[config.mk]
export PLATFORM = sky130hd
export DESIGN_NAME = memory_stage
export DESIGN_NICKNAME = d
export VERILOG_FILES = /design/src/rtl/riscv_pkg.sv /design/src/rtl/mem_load_align.sv /design/src/rtl/memory_stage.sv
export SDC_FILE = /design/constraint.sdc
export NUM_CORES = 1
export LEC_CHECK = 0
export ABC_AREA = 0
export BUFFER_PORTS_ARGS = -buffer_cell sky130_fd_sc_hd__buf_4
export CORE_AREA = 2 2 350 352
export CTS_BUF_LIST = sky130_fd_sc_hd__clkbuf_8
export DETAILED_ROUTE_END_ITERATION = 16
export DIE_AREA = 0 0 352 354
export PLACE_DENSITY_LB_ADDON = 0.1
export SETUP_SLACK_MARGIN = 0.15
export SLEW_MARGIN = 25
export SYNTH_ARGS = -nofsm -noshare
export SYNTH_HDL_FRONTEND = slang
export SYNTH_SLANG_ARGS = --single-unit
[constraint.sdc]
create_clock -name clk -period 4.9 [get_ports clk]
set_input_delay 0.735 -clock clk [delete_from_list [all_inputs] [get_ports clk]]
set_output_delay 0.735 -clock clk [all_outputs]
set_load 0.02 [all_outputs]
[src/rtl/riscv_pkg.sv]
// ----------------------------------------------------------------------------
// riscv_pkg
// Shared definitions for the memory stage:
//   - major opcode constants (load, store, register ALU op)
//   - funct3 access-size encodings
//   - memory-stage FSM state enum
//   - helpers for byte-lane strobes and alignment checks
// ----------------------------------------------------------------------------
package riscv_pkg;

    localparam logic [6:0] OPC_LOAD  = 7'b0000011;
    localparam logic [6:0] OPC_STORE = 7'b0100011;
    localparam logic [6:0] OPC_OP    = 7'b0110011;

    // funct3[1:0] of loads and stores
    typedef enum logic [1:0] {
        SIZE_B = 2'd0,
        SIZE_H = 2'd1,
        SIZE_W = 2'd2,
        SIZE_D = 2'd3
    } mem_size_e;

    typedef enum logic [1:0] {
        IDLE   = 2'd0,
        ACCESS = 2'd1,
        RESP   = 2'd2
    } mem_state_e;

    // Contiguous lane mask for an access of the given size, anchored at lane 0.
    function automatic logic [7:0] size_strb(input mem_size_e size);
        logic [7:0] strb;
        unique case (size)
            SIZE_B:  strb = 8'h01;
            SIZE_H:  strb = 8'h03;
            SIZE_W:  strb = 8'h0F;
            SIZE_D:  strb = 8'hFF;
            default: strb = 8'h00;
        endcase
        return strb;
    endfunction

    // An access is misaligned when the byte offset is not a multiple of its size.
    function automatic logic is_misaligned(input logic [2:0] offset, input mem_size_e size);
        logic mis;
        unique case (size)
            SIZE_B:  mis = 1'b0;
            SIZE_H:  mis = offset[0];
            SIZE_W:  mis = |offset[1:0];
            SIZE_D:  mis = |offset[2:0];
            default: mis = 1'b0;
        endcase
        return mis;
    endfunction

endpackage

[src/rtl/mem_load_align.sv]
// ----------------------------------------------------------------------------
// mem_load_align
// Combinational load formatter: picks the addressed lane out of a memory word
// and sign- or zero-extends it to the full datapath width.
// Ports:
//   i_rdata     word returned by data memory
//   i_offset    byte offset of the access inside the word
//   i_size      access size (B/H/W/D)
//   i_unsigned  1 = zero-extend, 0 = sign-extend
//   o_result    formatted load value
// ----------------------------------------------------------------------------
module mem_load_align
    import riscv_pkg::*;
#(
    parameter int unsigned XLEN     = 64,
    parameter int unsigned ADDR_LSB = 3
) (
    input  logic [XLEN-1:0]     i_rdata,
    input  logic [ADDR_LSB-1:0] i_offset,
    input  mem_size_e           i_size,
    input  logic                i_unsigned,
    output logic [XLEN-1:0]     o_result
);

    logic [XLEN-1:0] w_shifted;

    // Move the addressed lane down to bit 0 so extension works from a fixed position.
    assign w_shifted = i_rdata >> {i_offset, 3'b000};

    always_comb begin
        o_result = '0;
        unique case (i_size)
            SIZE_B: o_result = i_unsigned ? {{(XLEN-8){1'b0}}, w_shifted[7:0]}
                                          : {{(XLEN-8){w_shifted[7]}}, w_shifted[7:0]};
            SIZE_H: o_result = i_unsigned ? {{(XLEN-16){1'b0}}, w_shifted[15:0]}
                                          : {{(XLEN-16){w_shifted[15]}}, w_shifted[15:0]};
            SIZE_W: o_result = i_unsigned ? {{(XLEN-32){1'b0}}, w_shifted[31:0]}
                                          : {{(XLEN-32){w_shifted[31]}}, w_shifted[31:0]};
            SIZE_D: o_result = w_shifted;
            default: o_result = '0;
        endcase
    end

endmodule

[src/rtl/memory_stage.sv]
// ----------------------------------------------------------------------------
// memory_stage
// Pipeline memory stage. Aligned loads/stores run a three-state handshake
// (IDLE -> ACCESS -> RESP) with data memory while stalling the upstream
// register; misaligned accesses and non-memory ops retire in one cycle.
// Ports:
//   clk, rst_n                   clock, asynchronous active-low reset
//   mem_V, mem_PC, mem_IR        instruction in this stage
//   mem_ALU_RESULT               ALU result / effective address
//   mem_SR1, mem_SR2             source operands (SR2 = store data)
//   mem_CSRFD, mem_RFD           CSR fields, passed through
//   mem_stall                    holds the execute-to-memory register
//   dmem_req/we/addr/wdata/wstrb data-memory request (registered)
//   dmem_ready, dmem_rdata       data-memory completion and read word
//   wb_*                         writeback pipeline register
// ----------------------------------------------------------------------------
module memory_stage
    import riscv_pkg::*;
#(
    parameter int unsigned XLEN     = 64,
    parameter int unsigned ADDR_LSB = 3
) (
    input  logic                clk,
    input  logic                rst_n,
    input  logic                mem_V,
    input  logic [XLEN-1:0]     mem_PC,
    input  logic [31:0]         mem_IR,
    input  logic [XLEN-1:0]     mem_ALU_RESULT,
    input  logic [XLEN-1:0]     mem_SR1,
    input  logic [XLEN-1:0]     mem_SR2,
    input  logic [XLEN-1:0]     mem_CSRFD,
    input  logic [XLEN-1:0]     mem_RFD,
    output logic                mem_stall,
    output logic                dmem_req,
    output logic                dmem_we,
    output logic [XLEN-1:0]     dmem_addr,
    output logic [XLEN-1:0]     dmem_wdata,
    output logic [XLEN/8-1:0]   dmem_wstrb,
    input  logic                dmem_ready,
    input  logic [XLEN-1:0]     dmem_rdata,
    output logic                wb_V,
    output logic                wb_EXC,
    output logic [XLEN-1:0]     wb_PC,
    output logic [31:0]         wb_IR,
    output logic [XLEN-1:0]     wb_RESULT,
    output logic [XLEN-1:0]     wb_CSRFD,
    output logic [XLEN-1:0]     wb_RFD
);

    localparam int unsigned STRB_W = XLEN / 8;

    // ------------------------------------------------------------------
    // Decode
    // ------------------------------------------------------------------
    logic [6:0]          w_opcode;
    logic [2:0]          w_funct3;
    mem_size_e           w_size;
    logic [ADDR_LSB-1:0] w_offset;
    logic                w_is_load;
    logic                w_is_store;
    logic                w_is_mem;
    logic                w_misaligned;
    logic                w_mem_go;
    logic [XLEN-1:0]     w_addr;
    logic [XLEN-1:0]     w_wdata;
    logic [STRB_W-1:0]   w_wstrb;
    logic [XLEN-1:0]     w_load_result;
    logic                w_unused_sr1;

    assign w_opcode     = mem_IR[6:0];
    assign w_funct3     = mem_IR[14:12];
    assign w_size       = mem_size_e'(w_funct3[1:0]);
    assign w_offset     = mem_ALU_RESULT[ADDR_LSB-1:0];
    assign w_is_load    = mem_V && (w_opcode == OPC_LOAD);
    assign w_is_store   = mem_V && (w_opcode == OPC_STORE);
    assign w_is_mem     = w_is_load || w_is_store;
    assign w_misaligned = w_is_mem && is_misaligned(w_offset, w_size);
    assign w_mem_go     = w_is_mem && !w_misaligned;

    assign w_addr  = {mem_ALU_RESULT[XLEN-1:ADDR_LSB], {ADDR_LSB{1'b0}}};
    assign w_wdata = mem_SR2 << {w_offset, 3'b000};
    assign w_wstrb = STRB_W'(size_strb(w_size)) << w_offset;

    // SR1 has no role in the memory stage; it is carried only for interface symmetry.
    assign w_unused_sr1 = ^mem_SR1;

    // ------------------------------------------------------------------
    // Load formatting (operates on the captured read word in RESP; the
    // instruction fields stay valid because the upstream register is held)
    // ------------------------------------------------------------------
    logic [XLEN-1:0] r_rdata;

    mem_load_align #(
        .XLEN     (XLEN),
        .ADDR_LSB (ADDR_LSB)
    ) u_load_align (
        .i_rdata    (r_rdata),
        .i_offset   (w_offset),
        .i_size     (w_size),
        .i_unsigned (w_funct3[2]),
        .o_result   (w_load_result)
    );

    // ------------------------------------------------------------------
    // FSM and registered outputs
    // ------------------------------------------------------------------
    mem_state_e        r_state;
    logic              r_dmem_req;
    logic              r_dmem_we;
    logic [XLEN-1:0]   r_dmem_addr;
    logic [XLEN-1:0]   r_dmem_wdata;
    logic [STRB_W-1:0] r_dmem_wstrb;
    logic              r_wb_v;
    logic              r_wb_exc;
    logic [XLEN-1:0]   r_wb_pc;
    logic [31:0]       r_wb_ir;
    logic [XLEN-1:0]   r_wb_result;
    logic [XLEN-1:0]   r_wb_csrfd;
    logic [XLEN-1:0]   r_wb_rfd;

    always_ff @(posedge clk or negedge rst_n) begin
        if (!rst_n) begin
            r_state      <= IDLE;
            r_dmem_req   <= 1'b0;
            r_dmem_we    <= 1'b0;
            r_dmem_addr  <= '0;
            r_dmem_wdata <= '0;
            r_dmem_wstrb <= '0;
            r_rdata      <= '0;
            r_wb_v       <= 1'b0;
            r_wb_exc     <= 1'b0;
            r_wb_pc      <= '0;
            r_wb_ir      <= '0;
            r_wb_result  <= '0;
            r_wb_csrfd   <= '0;
            r_wb_rfd     <= '0;
        end else begin
            // Bubble unless a state below retires an instruction this edge.
            r_wb_v <= 1'b0;
            case (r_state)
                IDLE: begin
                    if (w_mem_go) begin
                        r_state      <= ACCESS;
                        r_dmem_req   <= 1'b1;
                        r_dmem_we    <= w_is_store;
                        r_dmem_addr  <= w_addr;
                        r_dmem_wdata <= w_is_store ? w_wdata : '0;
                        r_dmem_wstrb <= w_wstrb;
                    end else begin
                        // Non-memory ops, misaligned accesses and empty slots.
                        r_wb_v      <= mem_V;
                        r_wb_exc    <= w_misaligned;
                        r_wb_pc     <= mem_PC;
                        r_wb_ir     <= mem_IR;
                        r_wb_result <= mem_ALU_RESULT;
                        r_wb_csrfd  <= mem_CSRFD;
                        r_wb_rfd    <= mem_RFD;
                    end
                end
                ACCESS: begin
                    if (dmem_ready) begin
                        r_state      <= RESP;
                        r_rdata      <= dmem_rdata;
                        r_dmem_req   <= 1'b0;
                        r_dmem_we    <= 1'b0;
                        r_dmem_wstrb <= '0;
                    end
                end
                RESP: begin
                    r_state     <= IDLE;
                    r_wb_v      <= 1'b1;
                    r_wb_exc    <= 1'b0;
                    r_wb_pc     <= mem_PC;
                    r_wb_ir     <= mem_IR;
                    r_wb_result <= w_is_load ? w_load_result : mem_ALU_RESULT;
                    r_wb_csrfd  <= mem_CSRFD;
                    r_wb_rfd    <= mem_RFD;
                end
                default: r_state <= IDLE;
            endcase
        end
    end

    // Stall is combinational in IDLE so the op is held on the very cycle it arrives;
    // gating with rst_n makes it drop immediately when reset is asserted.
    assign mem_stall = rst_n && (((r_state == IDLE) && w_mem_go) || (r_state == ACCESS));

    assign dmem_req   = r_dmem_req;
    assign dmem_we    = r_dmem_we;
    assign dmem_addr  = r_dmem_addr;
    assign dmem_wdata = r_dmem_wdata;
    assign dmem_wstrb = r_dmem_wstrb;

    assign wb_V      = r_wb_v;
    assign wb_EXC    = r_wb_exc;
    assign wb_PC     = r_wb_pc;
    assign wb_IR     = r_wb_ir;
    assign wb_RESULT = r_wb_result;
    assign wb_CSRFD  = r_wb_csrfd;
    assign wb_RFD    = r_wb_rfd;

endmodule
==> insert_results.sql, run 1 <==
INSERT INTO impl_metrics (metric_group, metric, value, unit) VALUES
('floorplanning', 'io-pin-count', '913', ''),
('sta', 'period_needed', '3.09', 'ns'),
('hold_path', 'holdCritPathClass', 'in -> reg', ''),
('floorplanning', 'die_h', '354', 'um'),
('yosys', 'synth-seq-area-share', '0.537', ''),
('cts', 'cts-htree-levels', '3', ''),
('cts', 'cts_tree', 'built', ''),
('global_routing', 'global_route_wire_length_before_repair', '167000', 'um'),
('critical_path', 'crit_path_start_kind', 'primary input', ''),
('cts', 'clkLatencyLatePin', '0.73', 'ns'),
('cts', 'cts_root_buffer', 'clkbuf_8', ''),
('yosys', 'yosys_register_bits', '491', ''),
('critical_path', 'cp_slowest_stage_delay', '0.58', 'ns'),
('sta', 'timing.fmax', '324', 'MHz'),
('sta', 'maxSlewViolCount', '0', ''),
('yosys', 'yosysWarningCount', '0', ''),
('critical_path', 'critical_path.max_fanout', '71', ''),
('placed_design', 'gpl.final_weighted_congestion', '0.789', ''),
('cts', 'cts_resizes', '0', ''),
('critical_path', 'critPathTopFamily', 'buffers and inverters', ''),
('cts', 'numCtsBuffers', '103', ''),
('yosys', 'yosys.cell_types.count', '64', ''),
('global_routing', 'pin_count_of_the_biggest_net_entering_global_routing', '122', ''),
('cells_and_area', 'area.growth.synth_to_final', '44.1', '%'),
('critical_path', 'path_class', 'in -> out', ''),
('cells_and_area', 'final_cell_mix', 'nand2_1, buf_4, dfrtp_1', ''),
('route', 'dr_total_vias', '21198', ''),
('route', 'antenna_left', '0', ''),
('power', 'max-vdd-ir-drop', '0.180', 'mV'),
('yosys', 'postSynth.asyncResetShare', '1.00', ''),
('sta', 'final-setup-viol-count', '0', ''),
('critical_path', 'worst-path-buf-inv', '3', ''),
('global_routing', 'track_usage', '0.184', ''),
('yosys', 'synth.avg_cell_area', '9.03', 'um2'),
('route', 'totalWireLength', '118000', 'um'),
('sta', 'maxSlewHeadroom', '0.325', ''),
('yosys', 'dominantRegCellSynth', 'dfrtp_1', ''),
('sta', 'finalCritPeriodShare', '0.630', ''),
('cells_and_area', 'final_layout_size_suffix_gt1_frac', '0.334', ''),
('yosys', 'postSynthCellCount', '2537', ''),
('placed_design', 'place_hpwl', '88100', 'um'),
('cts', 'numClockSinks', '491', ''),
('cells_and_area', 'final_common_cell', 'nand2_1', ''),
('floorplanning', 'core_area', '121000', 'um2'),
('sta', 'timing.clock.skew', '0.0349', 'ns'),
('sta', 'worst_pin_slew', '1.01', 'ns'),
('route', 'routed_wire_length_per_instance', '23.4', 'um'),
('sta', 'rsz0062_at_grt', 'false', ''),
('floorplanning', 'die-area', '125000', 'um2'),
('critical_path', 'worst_setup_path_end_kind', 'primary output', ''),
('placed_design', 'io_buffers', '845', ''),
('route', 'viasPerCell', '4.19', ''),
('cells_and_area', 'design.final.nets', '3841', ''),
('power', 'leakage', '16.9', 'nW'),
('cts', 'clk_pin_slew_worst_paths', '0.05', 'ns'),
('floorplanning', 'rows', '128', ''),
('route', 'first_iter_violations', '1128', ''),
('yosys', 'count_of_flip_flops_with_a_built_in_enable_after_synthesis', '0', ''),
('critical_path', 'critical_path_cell_sequence', 'dlygate4sd3_1 -> buf_8 -> nor3b_1 -> buf_4', ''),
('power', 'powerDensity', '321', 'nW/um2'),
('sta', 'number_of_hold_violations_in_the_final_report', '0', ''),
('route', 'drt_drc_violations_left', '0', ''),
('critical_path', 'cp_slowest_cell', 'dlygate4sd3_1', ''),
('route', 'first_pass_iters', '5', ''),
('critical_path', 'worst-endpoint-required', '4.16', 'ns'),
('global_routing', 'globalRouteOverflowTotal', '0', ''),
('flow_run', 'max-cap-violations', '0', ''),
('global_routing', 'grt_antenna_before_repair', '6', ''),
('sta', 'totalNegativeSetupSlack', '0', 'ns'),
('cts', 'cts_max_path_buffers', '3', ''),
('floorplanning', 'die-width', '352', 'um'),
('floorplanning', 'starting_density_of_the_core', '0.189', ''),
('critical_path', 'crit_arrival', '2.35', 'ns'),
('yosys', 'synth.cell_area', '22900', 'um2'),
('global_routing', 'vias_in_the_first_global_route', '21907', ''),
('outcome', 'run_status', 'finished clean', ''),
('power', 'power', '10.6', 'mW');
==> worst reg2reg max path, stage by stage, from the launching register on <==
cell and delay [ns]:
dfrtp_1 0.47, mux4_2 0.49, mux2i_1 0.37, o31ai_2 0.09, buf_4 0.21, nor2_1 0.65, a21oi_1 0.17
==> metal layers <==
metal,GRT usage,up-vias,part of all wire
li1,-,9976,-
met1,0.225,10480,0.41
met2,0.316,603,0.50
met3,0.0538,133,0.066
met4,0.0452,6,0.020
met5,0,-,0.00036
==> cell type report <==
cell class / instances / area (um2)
Fill cell: 13241 / 87900
Multi-Input combinational cell: 1846 / 9730
Clock buffer: 124 / 1710
Sequential cell: 491 / 12300
Antenna cell: 4 / 10.0
Inverter: 16 / 60.1
Timing Repair Buffer: 899 / 6870
Clock inverter: 54 / 300
Tap cell: 1625 / 2030
==> metrics by stage <==
step	utilization	setup slack, ns	instance area [um2]	std cells	hold slack [ns]
2_1_floorplan	-	2.14	22900	2539	0.439
3_3_place_gp	0.256	1.37	31000	4876	0.458
3_5_place_dp	0.256	1.35	31000	4876	0.462
4_1_cts	0.273	1.77	33000	5055	0.0615
5_1_grt	0.273	1.64	33000	5058	0.102
6_report	0.273	1.81	33000	5059	0.181
==> where the power goes <==
part	internal, mW	leakage, nW	switching [mW]
clock network	2.38	1.18	2.05
logic	0.731	9.55	0.965
registers	4.30	6.15	0.183
==> final timing paths <==
path | cells after the start | startpoint | endpoint | slack, ns
max in group asynchronous | 3 | rst_n | dmem_wdata[10] | 2.99
worst min register to register | 2 | dmem_wdata[2] | dmem_wdata[2] | 0.47
worst min-delay path | 3 | dmem_rdata[58] | r_rdata[58] | 0.18
worst max-delay path | 4 | rst_n | mem_stall | 1.81
worst max register to register | 6 | r_rdata[39] | wb_RESULT[19] | 2.29
min in group asynchronous | 2 | rst_n | wb_PC[62] | 0.57
==> what timing repair did <==
item                                   in CTS  in global routing
setup buffers                               0                  0
hold buffers                                1                  0
setup endpoints to repair                   0                  0
endpoints found under the hold margin      63                  0
==> cells in the mapped netlist, types with 13 or more instances <==
master	count	area [um2]
nand2_1	1257	4720
mux2_2	36	405
nand2b_1	20	125
nand3_1	27	135
a21oi_1	45	225
inv_1	15	56.3
o21ai_0	57	285
buf_4	13	97.6
mux4_2	43	968
buf_2	79	395
mux2i_1	84	841
a22oi_1	32	240
o22ai_1	16	100
nor3_1	14	70.1
clkbuf_1	74	278
nor2_1	45	169
o31ai_1	36	270
buf_1	17	63.8
dfrtp_1	491	12300
==> cells by family after synthesis <==
| logic type | count (synthesis) | share of synthesized area |
|---|---|---|
| buf+inv | 202 | 0.0405 |
| compound gates | 274 | 0.0843 |
| mux | 164 | 0.0972 |
| flops | 491 | 0.537 |
| simple gates | 1405 | 0.241 |
| other cells | 1 | 0.000164 |
==> registers in the layout, summed over array words and instances (netlist names), 2 cells and up <==
register,count
dmem_wstrb,8
wb_RESULT,64
wb_PC,64
wb_CSRFD,64
r_rdata,64
dmem_wdata,64
wb_RFD,64
r_state,2
wb_IR,32
dmem_addr,61
(Power assumes the default switching activity.)
==> run 2, diff against run 1 <==
==> constraint.sdc (replaced) <==
create_clock -name clk -period 3.2 [get_ports clk]
set_input_delay 0.48 -clock clk [delete_from_list [all_inputs] [get_ports clk]]
set_output_delay 0.48 -clock clk [all_outputs]
set_load 0.02 [all_outputs]
==> insert_results.sql, run 2 (synthesized netlist as in run 1, its figures left out) <==
INSERT INTO impl_metrics (metric_group, metric, value, unit) VALUES
('sta', 'totalNegativeSetupSlack', '0', 'ns'),
('power', 'pwr-share-seq', '0.410', ''),
('floorplanning', 'starting_density_of_the_core', '0.189', ''),
('cells_and_area', 'design.final.nets', '4225', ''),
('power', 'clkPwrFrac', '0.409', ''),
('placed_design', 'place_hpwl', '88600', 'um'),
('route', 'totalWireLength', '120000', 'um'),
('global_routing', 'global_route_wire_length_before_repair', '173000', 'um'),
('sta', 'worst_pin_slew', '1.13', 'ns'),
('sta', 'rsz0062_at_grt', 'false', ''),
('cells_and_area', 'final_common_cell', 'nand2_1', ''),
('sta', 'final-setup-viol-count', '0', ''),
('power', 'power', '16.7', 'mW'),
('critical_path', 'crit_path_start_kind', 'primary input', ''),
('flow_run', 'max-cap-violations', '0', ''),
('cells_and_area', 'postLayoutCellArea', '37000', 'um2'),
('global_routing', 'grt_antenna_before_repair', '4', ''),
('sta', 'number_of_hold_violations_in_the_final_report', '0', ''),
('cts', 'cts_tree', 'built', ''),
('power', 'p_comb_frac', '0.181', ''),
('global_routing', 'globalRouteOverflowTotal', '0', ''),
('critical_path', 'path_class', 'in -> out', ''),
('route', 'first_iter_violations', '1238', ''),
('cts', 'cts_max_path_buffers', '3', ''),
('cells_and_area', 'final_cell_mix', 'nand2_1, buf_4, dfrtp_1', ''),
('outcome', 'run_status', 'finished clean', ''),
('global_routing', 'track_usage', '0.187', ''),
('critical_path', 'critical_path.max_fanout', '5', ''),
('sta', 'finalCritPeriodShare', '0.893', ''),
('placed_design', 'gpl.final_weighted_congestion', '0.798', ''),
('placed_design', 'io_buffers', '845', ''),
('cts', 'cts-htree-levels', '3', ''),
('floorplanning', 'die-area', '125000', 'um2'),
('placed_design', 'place_ws', '0.344', 'ns'),
('placed_design', 'postPlaceCellArea', '31300', 'um2'),
('critical_path', 'crit_arrival', '2.38', 'ns'),
('cts', 'cts_root_buffer', 'clkbuf_8', ''),
('sta', 'period_needed', '2.86', 'ns'),
('floorplanning', 'core_area', '121000', 'um2'),
('sta', 'timing.clock.skew', '0.0460', 'ns'),
('sta', 'hold_ws', '0.0972', 'ns'),
('cells_and_area', 'finalCoreUtilization', '0.306', ''),
('power', 'powerDensity', '453', 'nW/um2'),
('global_routing', 'vias_in_the_first_global_route', '23873', ''),
('floorplanning', 'rows', '128', ''),
('floorplanning', 'die_h', '354', 'um'),
('power', 'power.net_switching', '5.09', 'mW'),
('cells_and_area', 'final_layout_size_suffix_gt1_frac', '0.308', ''),
('route', 'antenna_left', '0', ''),
('route', 'first_pass_iters', '5', ''),
('cells_and_area', 'final_cells', '5438', ''),
('placed_design', 'place_inst', '4903', ''),
('power', 'leakage', '18.6', 'nW'),
('sta', 'timing.fmax', '350', 'MHz'),
('cts', 'clkLatencyLatePin', '0.77', 'ns'),
('floorplanning', 'io-pin-count', '913', ''),
('hold_path', 'holdCritPathClass', 'in -> reg', ''),
('power', 'internal_power', '11.6', 'mW'),
('critical_path', 'worst_setup_path_end_kind', 'primary output', ''),
('global_routing', 'pin_count_of_the_biggest_net_entering_global_routing', '115', ''),
('route', 'viasPerCell', '4.18', ''),
('power', 'max-vdd-ir-drop', '0.263', 'mV'),
('route', 'dr_total_vias', '22733', ''),
('sta', 'post-route-worst-setup-slack', '0.342', 'ns'),
('critical_path', 'r2r_slack', '0.69', 'ns'),
('route', 'routed_wire_length_per_instance', '22.1', 'um'),
('sta', 'maxSlewViolCount', '0', ''),
('cts', 'clk_pin_slew_worst_paths', '0.06', 'ns'),
('route', 'drt_drc_violations_left', '0', ''),
('power', 'sw_frac_of_total', '0.304', ''),
('sta', 'maxSlewHeadroom', '0.243', ''),
('cts', 'numClockSinks', '491', ''),
('floorplanning', 'die-width', '352', 'um'),
('cts', 'numCtsBuffers', '103', ''),
('critical_path', 'worst-endpoint-required', '2.72', 'ns'),
('cells_and_area', 'area.growth.synth_to_final', '61.4', '%');
run 2: power by group through the flow:
stage	clock [mW]	sequential, mW	combinational [mW]
finish	6.84	6.87	3.02
global placement	0	6.97	2.69
CTS	7.16	6.87	3.08
detailed placement	0	6.97	2.69
global route	7.42	6.91	3.27
floorplan	0	7.25	0.784
run 2: path summary, 6_finish.rpt:
check / from / to / cells past startpoint
max: mem_IR[3] / mem_stall / 7
min: mem_ALU_RESULT[63] / dmem_addr[63] / 3
max reg2reg: r_rdata[63] / wb_RESULT[25] / 6
min reg2reg: dmem_wdata[4] / dmem_wdata[4] / 2
max in group asynchronous: rst_n / dmem_req / 3
min in group asynchronous: rst_n / wb_CSRFD[10] / 2
run 2: final cells by class:
cell class / instances / area [um2]
fillers: 13075 / 84000
well taps: 1625 / 2030
repair buffers: 1283 / 10800
diodes: 3 / 7.51
clock buffers: 123 / 1690
flip-flops and latches: 491 / 12300
multi-input cells: 1846 / 9730
clock inverters: 51 / 320
inverters: 16 / 60.1
run 2: layer usage:
metal  up-vias  routed length [um]  global-route usage
met4         0                3950              0.0657
met5         -                   0                   0
li1      10744                   -                   -
met2       634               58000               0.311
met1     11183               50400               0.233
met3       172                7660              0.0507
run 2: timing repair:
item / CTS / global route
endpoints found under the setup margin: 0 / 1
setup buffers: 0 / 1
gates resized for setup: 0 / 1
hold buffers: 357 / 0
endpoints found under the hold margin: 447 / 0
run 2: critical path, stage by stage:
cell,delay (ns)
dlygate4sd3_1,0.56
buf_4,0.14
and3b_1,0.44
o2111ai_4,0.21
nor2b_1,0.20
nor3b_2,0.15
buf_4,0.19
